$ cat src/rtl/mux41_scan_ctrl.sv
// Scan sequencer for a 4:1 mux: drives i and {j0,j1}, holds each channel for dwell+1
// cycles, captures y per channel into result. Latency: 1 (LOAD) + 4*(dwell+1) + 1 (DONE) cycles.
module mux41_scan_ctrl (
  input  logic       clk,
  input  logic       rst_n,
  input  logic       start,
  input  logic       stop,
  input  logic       mode,
  input  logic [3:0] dwell,
  input  logic [0:3] data_in,
  input  logic       y,
  output logic [0:3] i,
  output logic       j0,
  output logic       j1,
  output logic       busy,
  output logic [0:3] result,
  output logic       result_valid,
  output logic       done
);

  typedef enum logic [1:0] {IDLE, LOAD, SCAN, DONE} state_t;

  state_t     state_q, state_d;
  logic [0:3] i_q, i_d;
  logic [3:0] dwell_q, dwell_d;
  logic [3:0] cnt_q, cnt_d;
  logic [1:0] ch_q, ch_d;
  logic [0:3] cap_q, cap_d;
  logic [1:0] j_q, j_d;
  logic       busy_q, busy_d;
  logic [0:3] result_q, result_d;
  logic       result_valid_q, result_valid_d;
  logic       done_q, done_d;

  always_comb begin
    state_d        = state_q;
    i_d            = i_q;
    dwell_d        = dwell_q;
    cnt_d          = cnt_q;
    ch_d           = ch_q;
    cap_d          = cap_q;
    j_d            = j_q;
    busy_d         = busy_q;
    result_d       = result_q;
    result_valid_d = 1'b0;
    done_d         = 1'b0;

    case (state_q)
      IDLE: begin
        j_d    = 2'd0;
        busy_d = 1'b0;
        if (start && !stop) begin
          state_d = LOAD;
          i_d     = data_in;
          dwell_d = dwell;
          busy_d  = 1'b1;
        end
      end
      LOAD: begin
        if (stop) begin
          state_d = IDLE;
          busy_d  = 1'b0;
          j_d     = 2'd0;
        end else begin
          state_d = SCAN;
          ch_d    = 2'd0;
          cnt_d   = 4'd0;
          cap_d   = 4'b0000;
          j_d     = 2'd0;
          busy_d  = 1'b1;
        end
      end
      SCAN: begin
        if (stop) begin
          // Abort wins over a coinciding capture: result stays untouched.
          state_d = IDLE;
          busy_d  = 1'b0;
          j_d     = 2'd0;
          cnt_d   = 4'd0;
          ch_d    = 2'd0;
        end else if (cnt_q == dwell_q) begin
          cap_d[ch_q] = y;
          cnt_d       = 4'd0;
          if (ch_q == 2'd3) begin
            result_d       = {cap_q[0:2], y};
            result_valid_d = 1'b1;
            ch_d           = 2'd0;
            j_d            = 2'd0;
            if (!mode) begin
              state_d = DONE;
              busy_d  = 1'b0;
              done_d  = 1'b1;
            end
          end else begin
            ch_d = ch_q + 2'd1;
            j_d  = ch_q + 2'd1;
          end
        end else begin
          cnt_d = cnt_q + 4'd1;
        end
      end
      DONE: begin
        state_d = IDLE;
        busy_d  = 1'b0;
        j_d     = 2'd0;
      end
      default: begin
        state_d = IDLE;
        busy_d  = 1'b0;
        j_d     = 2'd0;
      end
    endcase
  end

  always_ff @(posedge clk or negedge rst_n) begin
    if (!rst_n) begin
      state_q        <= IDLE;
      i_q            <= 4'b0000;
      dwell_q        <= 4'd0;
      cnt_q          <= 4'd0;
      ch_q           <= 2'd0;
      cap_q          <= 4'b0000;
      j_q            <= 2'd0;
      busy_q         <= 1'b0;
      result_q       <= 4'b0000;
      result_valid_q <= 1'b0;
      done_q         <= 1'b0;
    end else begin
      state_q        <= state_d;
      i_q            <= i_d;
      dwell_q        <= dwell_d;
      cnt_q          <= cnt_d;
      ch_q           <= ch_d;
      cap_q          <= cap_d;
      j_q            <= j_d;
      busy_q         <= busy_d;
      result_q       <= result_d;
      result_valid_q <= result_valid_d;
      done_q         <= done_d;
    end
  end

  assign i            = i_q;
  assign j0           = j_q[1];
  assign j1           = j_q[0];
  assign busy         = busy_q;
  assign result       = result_q;
  assign result_valid = result_valid_q;
  assign done         = done_q;

endmodule

$ cat config.mk
export PLATFORM = sky130hd
export DESIGN_NAME = mux41_scan_ctrl
export DESIGN_NICKNAME = d
export VERILOG_FILES = /design/src/rtl/mux41_scan_ctrl.sv
export SDC_FILE = /design/constraint.sdc
export NUM_CORES = 1
export LEC_CHECK = 0
export BUFFER_PORTS_ARGS = -buffer_cell sky130_fd_sc_hd__buf_2
export CAP_MARGIN = 20
export CORE_ASPECT_RATIO = 1.25
export CORE_MARGIN = 2
export CORE_UTILIZATION = 31
export DETAILED_ROUTE_END_ITERATION = 12
export PLACE_DENSITY = 0.59
export SKIP_LAST_GASP = 1
export SLEW_MARGIN = 20
export SYNTH_ARGS = -nofsm -noshare
export SYNTH_HDL_FRONTEND = slang
export SYNTH_SLANG_ARGS = --single-unit
export TNS_END_PERCENT = 1
$ cat constraint.sdc
create_clock -name clk -period 1.46 [get_ports clk]
set_input_delay 0.146 -clock clk [delete_from_list [all_inputs] [get_ports clk]]
set_output_delay 0.146 -clock clk [all_outputs]
set_load 0.02 [all_outputs]
==> metrics.md, run 1 <==
| Metric | Value |
|---|---|
| Failing checks | `setup timing` |
| CTS Buffer Depth | `2` |
| Fin. max-slew vios | `0` |
| Synth area leaders | `dfrtp_1, mux2_2, ha_1` |
| Final TNS setup | `-1.042 ns` |
| Reg2Reg Depth | `5` |
| CP max stage delay | `0.40 ns` |
| Crit-path slowest cell | `dfrtp_1` |
| Met2 GRT Util | `19.68%` |
| Final setup vio count | `20` |
| Critical Path Start Type | `flop` |
| Register area | `701.9 um^2` |
| Gr busiest metal | `met2` |
| WL/cell | `12.04 um` |
| Iter 0 DRT Violations | `23` |
| Syn Nets | `123` |
| PortBufs | `26` |
| H-Tree Depth | `1` |
| Leakage | `0.8693 nW` |
| Syn Inst Count | `104` |
| Initial Util | `32.33%` |
| Core ar. | `4099 um^2` |
| Fmax | `648.6 MHz` |
| Overflow after GRT | `0` |
| Antenna violations before repair | `0` |
| Min-Delay Path Class | `input pin to flop` |
| YS warnings | `0` |
| Nets@finish | `175` |
| Crit-path max FO | `7` |
| Die X | `62.48 um` |
| CTS tree | `yes` |
| GP Congestion | `0.8198` |
| Design area | `1768 um^2` |
| Yosys top cell area share | `52.88%` |
| Worst-path cell chain | `xor2_1 > nor4_2 > buf_4 > nand3_4 > mux2_2` |
| Fillers | `419` |
| Final period utilization | `105.6%` |
| Syn_area_per_cell | `12.74 um^2` |
| ANT cells | `0` |
| Multi-input combinational cell area | `608.1 um^2` |
| Pwr per Cell Area | `1120 nW/um^2` |
| GR met1 Demand/Resource | `12.55%` |
| WP data required | `1.62 ns` |
| Final worst slack | `-0.08179 ns` |
| Hpwl dp | `2004 um` |
| Num ports | `27` |
| Status | `finished, violations left` |
| Post-place setup slack | `-0.09779 ns` |
| Routed Antenna Nets | `0` |
| Total power | `1.979 mW` |
| RSZ-0062 raised after global routing | `true` |
| Crit path DAT | `1.70 ns` |
| Worst slew pin tran | `0.6085 ns` |
| Total GRT Usage | `11.04%` |
| Worst skew pair latency | `0.27 ns` |
| Hold Crit Depth | `2` |
| Vias in the first global route | `1,006` |
| Clk slew on worst S/H paths | `0.10 ns` |
| Number of remaining DRC errors | `0` |
| First-pass GRT wire length | `4264 um` |
| Post-Syn Area | `1325 um^2` |
| Worst Clk Skew | `0.004555 ns` |
| Site Rows | `26` |
| Post-synth cell types | `27` |
| Synth area leader | `dfrtp_1` |
| Critical path class | `flop to flop` |
| Worst IR Drop VDD | `0.4628 mV` |
| Max Cap Viol | `0` |
| Register area share after synthesis | `52.88%` |
| Initial DRT Pass Iterations | `4` |
| Headroom to the max-slew limit | `59.44%` |
| Area Growth Syn to Fin | `33.43%` |
| WL final | `2541 um` |
| WHS | `0.09920 ns` |
| Number of synthesized register bits | `28` |
| Layout cells sized above 1 | `49.03%` |
| Vias per cell | `4.521` |
| GR Util met3 | `1.026%` |
| Dpl cell area | `1663 um^2` |
| Die area | `4817 um^2` |
| Via count | `954` |
| Die Y | `77.10 um` |
| CTS sink cnt | `28` |
| Root Buffer | `clkbuf_8` |
| Post-route minimum period | `1.542 ns` |
| Final hold viol count | `0` |
| Worst setup EP type | `flop` |
| Largest net degree at the start of global routing | `29` |
| Num CTS Buffers | `3` |
-- power breakdown --
group          total (mW)  internal [mW]  switching [mW]
Sequential          0.910          0.856          0.0540
Combinational       0.464          0.233           0.232
Clock               0.604          0.367           0.237
Total                1.98           1.46           0.523
-- flip-flops by register name, summed over array words and instances (netlist names) --
signal and count:
busy 1, cap_q 3, ch_q 2, cnt_q 4, done 1, dwell_q 4, i 4, j_q 2
result 4, result_valid 1, state_q 2
-- timing repair --
item                                   CTS  global route
cloned                                   0             0
endpoints found under the hold margin   28             0
setup endpoints to repair               20            24
buffers inserted                         0             2
hold buffers                             1             0
gates resized for setup                  2             0
-- cell type report --
type	count	share of cell area [%]
Multi-Input combinational cell	71	34.39
Sequential cell	28	39.70
Tap cell	56	3.963
Clock inverter	1	1.699
Clock buffer	3	2.335
Timing Repair Buffer	49	17.27
Inverter	3	0.6369
-- cells by family (layout without fill, tap and decap cells) --
logic type	Yosys count	in the layout	share of synthesized area (%)
flip-flops	28	28	52.88
AO/OA/AOI/OAI	12	12	6.705
multiplexers	18	18	14.73
adder cells (fa/ha/maj)	5	5	4.721
XOR/XNOR	6	6	3.966
AND/OR/NAND/NOR	30	30	15.20
buffers and inverters	5	56	1.794
-- synth_stat cells --
cell      number
a21o_1         1
dfrtp_1       28
ha_1           5
o21ai_0        5
or3b_2         1
mux2i_1        6
nand2b_1       1
xor2_1         5
nor4b_2        1
and2_2         1
o21bai_1       3
nor3b_4        1
xnor2_1        1
inv_1          3
mux2_2        12
nand3_1        2
nor4b_4        1
and3_2         3
nand2_1       10
buf_2          1
nor2b_1        1
nor4_2         1
a22o_1         2
buf_4          1
nor2_1         6
nand3_2        1
o41ai_2        1
-- metal layers --
layer | share of wire [%] | vias to the layer above
met2 | 54 | 18
met1 | 41 | 466
met3 | 1.9 | 6
met4 | 2.9 | 0
li1 | - | 464
met5 | 0 | -
-- critical path, delay by kind of cell, from the launching register on --
family        cells  cell delay (ns)
flops             1             0.40
simple gates      2             0.36
mux               1             0.29
xor+xnor          1             0.19
buf+inv           1             0.19
-- through the flow --
stage / cells / util, %
after global routing: 211 / 43.13
after floorplan: 104 / -
final: 211 / 43.13
after global placement: 204 / 40.57
after CTS: 209 / 42.77
after detailed placement: 204 / 40.57
-- worst paths after layout --
check,start,slack (ns),endpoint
hold reg to reg,i[0],0.52,i[0]
max in group asynchronous,rst_n,0.61,state_q[0]
setup / recovery,dwell_q[1],-0.08,result[2]
min in group asynchronous,rst_n,0.43,done
hold / removal,dwell[3],0.1,dwell_q[3]
setup reg to reg,dwell_q[1],-0.08,result[2]
-- cells in the final DEF, fill, tap and decap left out, types with 2 or more instances in the layout --
| master | instances |
|---|---|
| mux2_2 | 12 |
| inv_1 | 3 |
| o21ai_0 | 5 |
| nand2_1 | 10 |
| buf_2 | 26 |
| o21bai_1 | 3 |
| ha_1 | 5 |
| and3_2 | 3 |
| a22o_1 | 2 |
| nand3_1 | 2 |
| nor2_1 | 6 |
| mux2i_1 | 6 |
| xor2_1 | 5 |
| clkbuf_8 | 3 |
| buf_4 | 22 |
| dfrtp_1 | 27 |
(Power assumes the default switching activity.)
==> inputs of run 2 (changes only) <==
Settings changed: REMOVE_ABC_BUFFERS from default to 1.
==> run 2 against run 1 <==
  * The flow still finishes with violations (setup timing)
  * Clock power down 21%
  * Critical path depth rose by 1
  * Maximum frequency fell by 4.2%
  * Sequential power increased by 2%
  * Combinational power rose by 2%
  * Register-to-register slack got worse by 0.07 ns
  * First-iteration DRC count increased by 43%
  * Total power is 5.1% lower
  * Flip-flop and latch count unchanged
  * Core utilization shrank 0.43 points
  * Routed wire length is 0.20% lower
  * Final area decreased by 0.99%
  * Critical endpoint is now ch_q[1]
  * Largest power group unchanged
  * Highest routed layer unchanged
==> metrics.md, run 2 (synthesis results as in run 1) <==
| Metric | Value |
|---|---|
| Overflow after GRT | `0 (unchanged)` |
| Worst Clk Skew | `0.004095 ns (was 0.004555 ns)` |
| RSZ-0062 raised after global routing | `true (unchanged)` |
| Clk slew on worst S/H paths | `0.10 ns (about the same)` |
| Worst IR Drop VDD | `0.6070 mV (was 0.4628 mV)` |
| WP data required | `1.63 ns (was 1.62 ns)` |
| Critical Path Start Type | `flop (unchanged)` |
| Routed Antenna Nets | `0 (unchanged)` |
| Top delay family on crit path | `flip-flops (unchanged)` |
| GP Congestion | `0.8030 (was 0.8198)` |
| Die area | `4817 um^2 (unchanged)` |
| Initial Util | `32.33% (unchanged)` |
| Total power | `1.879 mW (was 1.979 mW)` |
| WL final | `2536 um (was 2541 um)` |
| Buf/Inv on CP | `2 (was 1)` |
| Initial DRT Pass Iterations | `4 (unchanged)` |
| CTS tree | `yes (unchanged)` |
| Net switching power | `0.5504 mW (was 0.5232 mW)` |
| Worst slew pin tran | `0.6089 ns (was 0.6085 ns)` |
| CTS Buffer Depth | `2 (unchanged)` |
| CP most frequent cell | `buf_4` |
| Post-route minimum period | `1.609 ns (was 1.542 ns)` |
| Final worst slack | `-0.1493 ns (was -0.08179 ns)` |
| Design area | `1750 um^2 (was 1768 um^2)` |
| Max Cap Viol | `0 (unchanged)` |
| Total GRT Usage | `11.68% (was 11.04%)` |
| Failing checks | `setup timing (unchanged)` |
| Via count | `936 (was 954)` |
| Num CTS Buffers | `3 (unchanged)` |
| Num ports | `27 (unchanged)` |
| Number of remaining DRC errors | `0 (unchanged)` |
| Antenna violations before repair | `0 (unchanged)` |
| Final period utilization | `110.2% (was 105.6%)` |
| Pwr per Cell Area | `1073 nW/um^2 (was 1120 nW/um^2)` |
| Vias per cell | `4.544 (was 4.521)` |
| Fmax | `621.4 MHz (was 648.6 MHz)` |
| Dpl cell area | `1625 um^2 (was 1663 um^2)` |
| WHS | `0.09486 ns (was 0.09920 ns)` |
| Largest net degree at the start of global routing | `29 (unchanged)` |
| Critical path class | `flop to flop (unchanged)` |
| Core ar. | `4099 um^2 (unchanged)` |
| Headroom to the max-slew limit | `59.41% (was 59.44%)` |
| Crit-path slowest cell | `dfrtp_2 (was dfrtp_1)` |
| Die X | `62.48 um (unchanged)` |
| Worst-path cell chain | `xor2_2 > nor4_2 > buf_4 > buf_4 > and2_2 > a22o_1 (was xor2_1 > nor4_2 > buf_4 > nand3_4 > mux2_2)` |
| Most frequent cells in the layout | `dfrtp_1, buf_2, buf_4 (unchanged)` |
| Final setup vio count | `13 (was 20)` |
| Leakage | `0.8415 nW (was 0.8693 nW)` |
| P_int | `1.328 mW (was 1.456 mW)` |
| First-pass GRT wire length | `4505 um (was 4264 um)` |
| Commonest non-fill, non-tap cell in the layout | `dfrtp_1 (unchanged)` |
| Sequential share of power | `49.3% (was 46.0%)` |
| Switching share of power | `29.30% (was 26.43%)` |
| ANT cells | `0 (unchanged)` |
| Nets@finish | `170 (was 175)` |
| Site Rows | `26 (unchanged)` |
| Root Buffer | `clkbuf_8 (unchanged)` |
| Die Y | `77.10 um (unchanged)` |
| Layout cells sized above 1 | `50.00% (was 49.03%)` |
| H-Tree Depth | `1 (unchanged)` |
| Clock network power share | `25.6% (was 30.5%)` |
| Iter 0 DRT Violations | `33 (was 23)` |
| Vias in the first global route | `984 (was 1,006)` |
| Fin. max-slew vios | `0 (unchanged)` |
| CTS sink cnt | `28 (unchanged)` |
| CP max stage delay | `0.44 ns (was 0.40 ns)` |
| Post-place setup slack | `-0.2258 ns (was -0.09779 ns)` |
| Worst skew pair latency | `0.27 ns (about the same)` |
| Status | `finished, violations left (unchanged)` |
| Crit-path max FO | `7 (unchanged)` |
| Worst setup EP type | `flop (unchanged)` |
| WL/cell | `12.31 um (was 12.04 um)` |
| Min-Delay Path Class | `input pin to flop (unchanged)` |
| Comb power frac | `25.1% (was 23.5%)` |
| Area Growth Syn to Fin | `32.11% (was 33.43%)` |
| Final hold viol count | `0 (unchanged)` |
| Crit path DAT | `1.78 ns (was 1.70 ns)` |
| Hpwl dp | `1918 um (was 2004 um)` |
| PortBufs | `26 (unchanged)` |
## run 2: metrics by stage
stage / cells / setup TNS [ns] / util [%]
finish: 206 / -1.456 / 42.70
floorplan: 102 / -3.859 / -
CTS: 206 / -1.436 / 42.70
global placement: 199 / -0.8801 / 39.65
detailed placement: 199 / -1.599 / 39.65
global route: 206 / -2.904 / 42.70
## run 2: layout make-up
cell class	count	area, um^2
fill	419	2349
sequential	28	701.9
multi-input combinational	71	644.4
timing repair buffer	44	267.8
tap	56	70.07
clock buffer	4	55.05
inverter	3	11.26
## run 2: path summary, 6_finish.rpt
path / from / endpoint / slack (ns) / depth (start not counted)
setup / recovery: cnt_q[0] / ch_q[1] / -0.15 / 6
hold / removal: dwell[2] / dwell_q[2] / 0.09 / 2
setup reg to reg: cnt_q[0] / ch_q[1] / -0.15 / 6
hold reg to reg: i[2] / i[2] / 0.51 / 1
max in group asynchronous: rst_n / cnt_q[0] / 0.62 / 2
min in group asynchronous: rst_n / cap_q[2] / 0.41 / 2
## run 2: power by group through the flow
stage / clock network, mW / registers, mW / logic (mW)
2_1_floorplan: 0 / 0.966 / 0.202
3_3_place_gp: 0 / 0.931 / 0.400
3_5_place_dp: 0 / 0.935 / 0.409
4_1_cts: 0.498 / 0.929 / 0.471
5_1_grt: 0.526 / 0.941 / 0.523
6_report: 0.480 / 0.927 / 0.472
## run 2: metal layers
| layer | global-route usage [%] | up-vias | routed length [um] |
|---|---|---|---|
| met5 | 0 | - | 0 |
| met4 | 4.667 | 0 | 37 |
| met3 | 2.199 | 5 | 116 |
| met2 | 20.97 | 26 | 1308 |
| met1 | 13.56 | 454 | 1074 |
| li1 | - | 451 | - |
## run 2: worst register-to-register path, delay by kind of cell, from the launching register on
family	cells	cell delay, ns
AOI/OAI and AO/OA	1	0.22
xor gates and xnor gates	1	0.25
and+or+nand+nor	2	0.27
buffers and inverters	2	0.32
DFF	1	0.44
## run 2: timing repair
item,in CTS,in global routing
pin swaps,3,0
gates resized for setup,7,0
endpoints found under the hold margin,28,0
hold buffers,1,0
setup endpoints to repair,16,26
gates cloned,0,0
setup buffers,2,0
==> inputs of run 3 (changes only) <==
Settings changed: PLACE_DENSITY 0.59 to 0.57.
Clock period 1.46 ns to 2 ns, I/O delays scaled along.
==> run 3 against run 2 <==
  * The flow now finishes without violations
  * Total power decreased by 35%
  * Die area unchanged
  * Routed wire length fell by 6.3%
  * Clock-buffer cell count decreased by 1
  * Critical endpoint is now i[1]
  * Highest routed layer unchanged
==> metrics.md, run 3 (synthesis results as in run 1) <==
| Metric | Value |
|---|---|
| Status | `finished, final reports clean (was finished, violations left)` |
| Site Rows | `26 (unchanged)` |
| Initial Util | `32.33% (unchanged)` |
| Number of remaining DRC errors | `0 (unchanged)` |
| Fin. max-slew vios | `0 (unchanged)` |
| CTS Buffer Depth | `2 (unchanged)` |
| CTS sink cnt | `28 (unchanged)` |
| Max Cap Viol | `0 (unchanged)` |
| Antenna violations before repair | `0 (unchanged)` |
| Hold Crit Depth | `2 (unchanged)` |
| PortBufs | `26 (unchanged)` |
| Final setup vio count | `0 (was 13)` |
| WL final | `2376 um (was 2536 um)` |
| Via count | `870 (was 936)` |
| Root Buffer | `clkbuf_8 (unchanged)` |
| GP Congestion | `0.7516 (was 0.8030)` |
| Critical Path Start Type | `flop (unchanged)` |
| Final worst slack | `0.3377 ns (was -0.1493 ns)` |
| Post-route minimum period | `1.662 ns (was 1.609 ns)` |
| Worst IR Drop VDD | `0.4394 mV (was 0.6070 mV)` |
| Most frequent cells in the layout | `dfrtp_1, buf_2, mux2_2 (was dfrtp_1, buf_2, buf_4)` |
| Largest net degree at the start of global routing | `29 (unchanged)` |
| Clk slew on worst S/H paths | `0.09 ns (was 0.10 ns)` |
| Num CTS Buffers | `3 (unchanged)` |
| GR Util met3 | `1.760% (was 2.199%)` |
| Final hold viol count | `0 (unchanged)` |
| Crit-path max FO | `9 (was 7)` |
| Pwr per Cell Area | `781.3 nW/um^2 (was 1073 nW/um^2)` |
| Num ports | `27 (unchanged)` |
| Vias per cell | `4.603 (was 4.544)` |
| Post-CTS sizing | `0 (was 7)` |
| Core ar. | `4099 um^2 (unchanged)` |
| Commonest non-fill, non-tap cell in the layout | `dfrtp_1 (unchanged)` |
| Die X | `62.48 um (unchanged)` |
| RSZ-0062 raised after global routing | `false (was true)` |
| Gr busiest metal | `met2 (unchanged)` |
| Met2 GRT Util | `19.14% (was 20.97%)` |
| Crit path DAT | `1.82 ns (was 1.78 ns)` |
| Worst Clk Skew | `0.002272 ns (was 0.004095 ns)` |
| WL/cell | `12.57 um (was 12.31 um)` |
| Area Growth Syn to Fin | `18.60% (was 32.11%)` |
| Nets@finish | `154 (was 170)` |
| Reg2Reg Depth | `2 (was 6)` |
| Min-Delay Path Class | `input pin to flop (unchanged)` |
| ANT cells | `0 (unchanged)` |
| WP data required | `2.16 ns (was 1.63 ns)` |
| Post-place setup slack | `0.3098 ns (was -0.2258 ns)` |
| Die Y | `77.10 um (unchanged)` |
| Layout cells sized above 1 | `39.85% (was 50.00%)` |
| Total GRT Usage | `10.77% (was 11.68%)` |
| First-pass GRT wire length | `4174 um (was 4505 um)` |
| Worst setup EP type | `flop (unchanged)` |
| Die area | `4817 um^2 (unchanged)` |
| Hpwl dp | `1867 um (was 1918 um)` |
| Critical path class | `flop to flop (unchanged)` |
| Worst skew pair latency | `0.27 ns (about the same)` |
| GR met1 Demand/Resource | `13.23% (was 13.56%)` |
| Iter 0 DRT Violations | `17 (was 33)` |
| Overflow after GRT | `0 (unchanged)` |
| Headroom to the max-slew limit | `57.35% (was 59.41%)` |
| Leakage | `0.7487 nW (was 0.8415 nW)` |
| Worst slew pin tran | `0.6370 ns (was 0.6089 ns)` |
| R2R setup slack | `0.34 ns (was -0.15 ns)` |
| Initial DRT Pass Iterations | `3 (was 4)` |
| H-Tree Depth | `1 (unchanged)` |
| Fillers | `427 (was 419)` |
| Final TNS setup | `0 ns (was -1.456 ns)` |
| Final period utilization | `83.12% (was 110.2%)` |
| Routed Antenna Nets | `0 (unchanged)` |
| Vias in the first global route | `899 (was 984)` |
| CTS tree | `yes (unchanged)` |
| Fmax | `601.6 MHz (was 621.4 MHz)` |
run 3: worst paths after layout:
path	from	to
worst max-delay path	state_q[0]	i[1]
worst min-delay path	dwell[2]	dwell_q[2]
worst max register to register	state_q[0]	i[1]
worst min register to register	result[1]	result[1]
max in group asynchronous	rst_n	dwell_q[0]
min in group asynchronous	rst_n	result[1]
run 3: layout make-up:
type | count | area [um^2] | share of cell area, %
multi-input cells | 71 | 600.6 | 38.22
repair buffers | 28 | 147.6 | 9.395
well taps | 56 | 70.07 | 4.459
inverters | 3 | 11.26 | 0.7166
clock buffers | 3 | 41.29 | 2.627
flip-flops and latches | 28 | 700.7 | 44.59
run 3: worst max-delay path: stages, from the launching register on:
cell	delay, ns
dfrtp_1	0.51
nor4b_4	0.64
mux2_2	0.40
run 3: timing repair:
action                    CTS  global route
setup buffers               0             0
hold buffers                1             0
hold endpoints to repair   28             0
run 3: metrics by stage:
step	power [mW]	std cells	util (%)	hold WS [ns]	area, um^2
floorplan	0.8527	102	-	-0.09559	1313
global placement	0.9298	185	37.09	0.2452	1520
detailed placement	0.9429	185	37.09	0.2600	1520
CTS	1.248	189	38.34	0.1471	1572
global route	1.305	189	38.34	0.1508	1572
finish	1.228	189	38.34	0.1520	1572
run 3: layer usage:
| metal | wire length, um | part of all wire [%] |
|---|---|---|
| met5 | 0 | 0 |
| met4 | 23 | 0.97 |
| met3 | 90 | 3.8 |
| met2 | 1228 | 52 |
| met1 | 1034 | 44 |
run 3: report_power, final:
part           internal, mW  total [mW]  switching (mW)
Combinational         0.113       0.252           0.138
Clock                 0.135       0.301           0.165
Sequential            0.625       0.676          0.0509
Total                 0.873        1.23           0.355
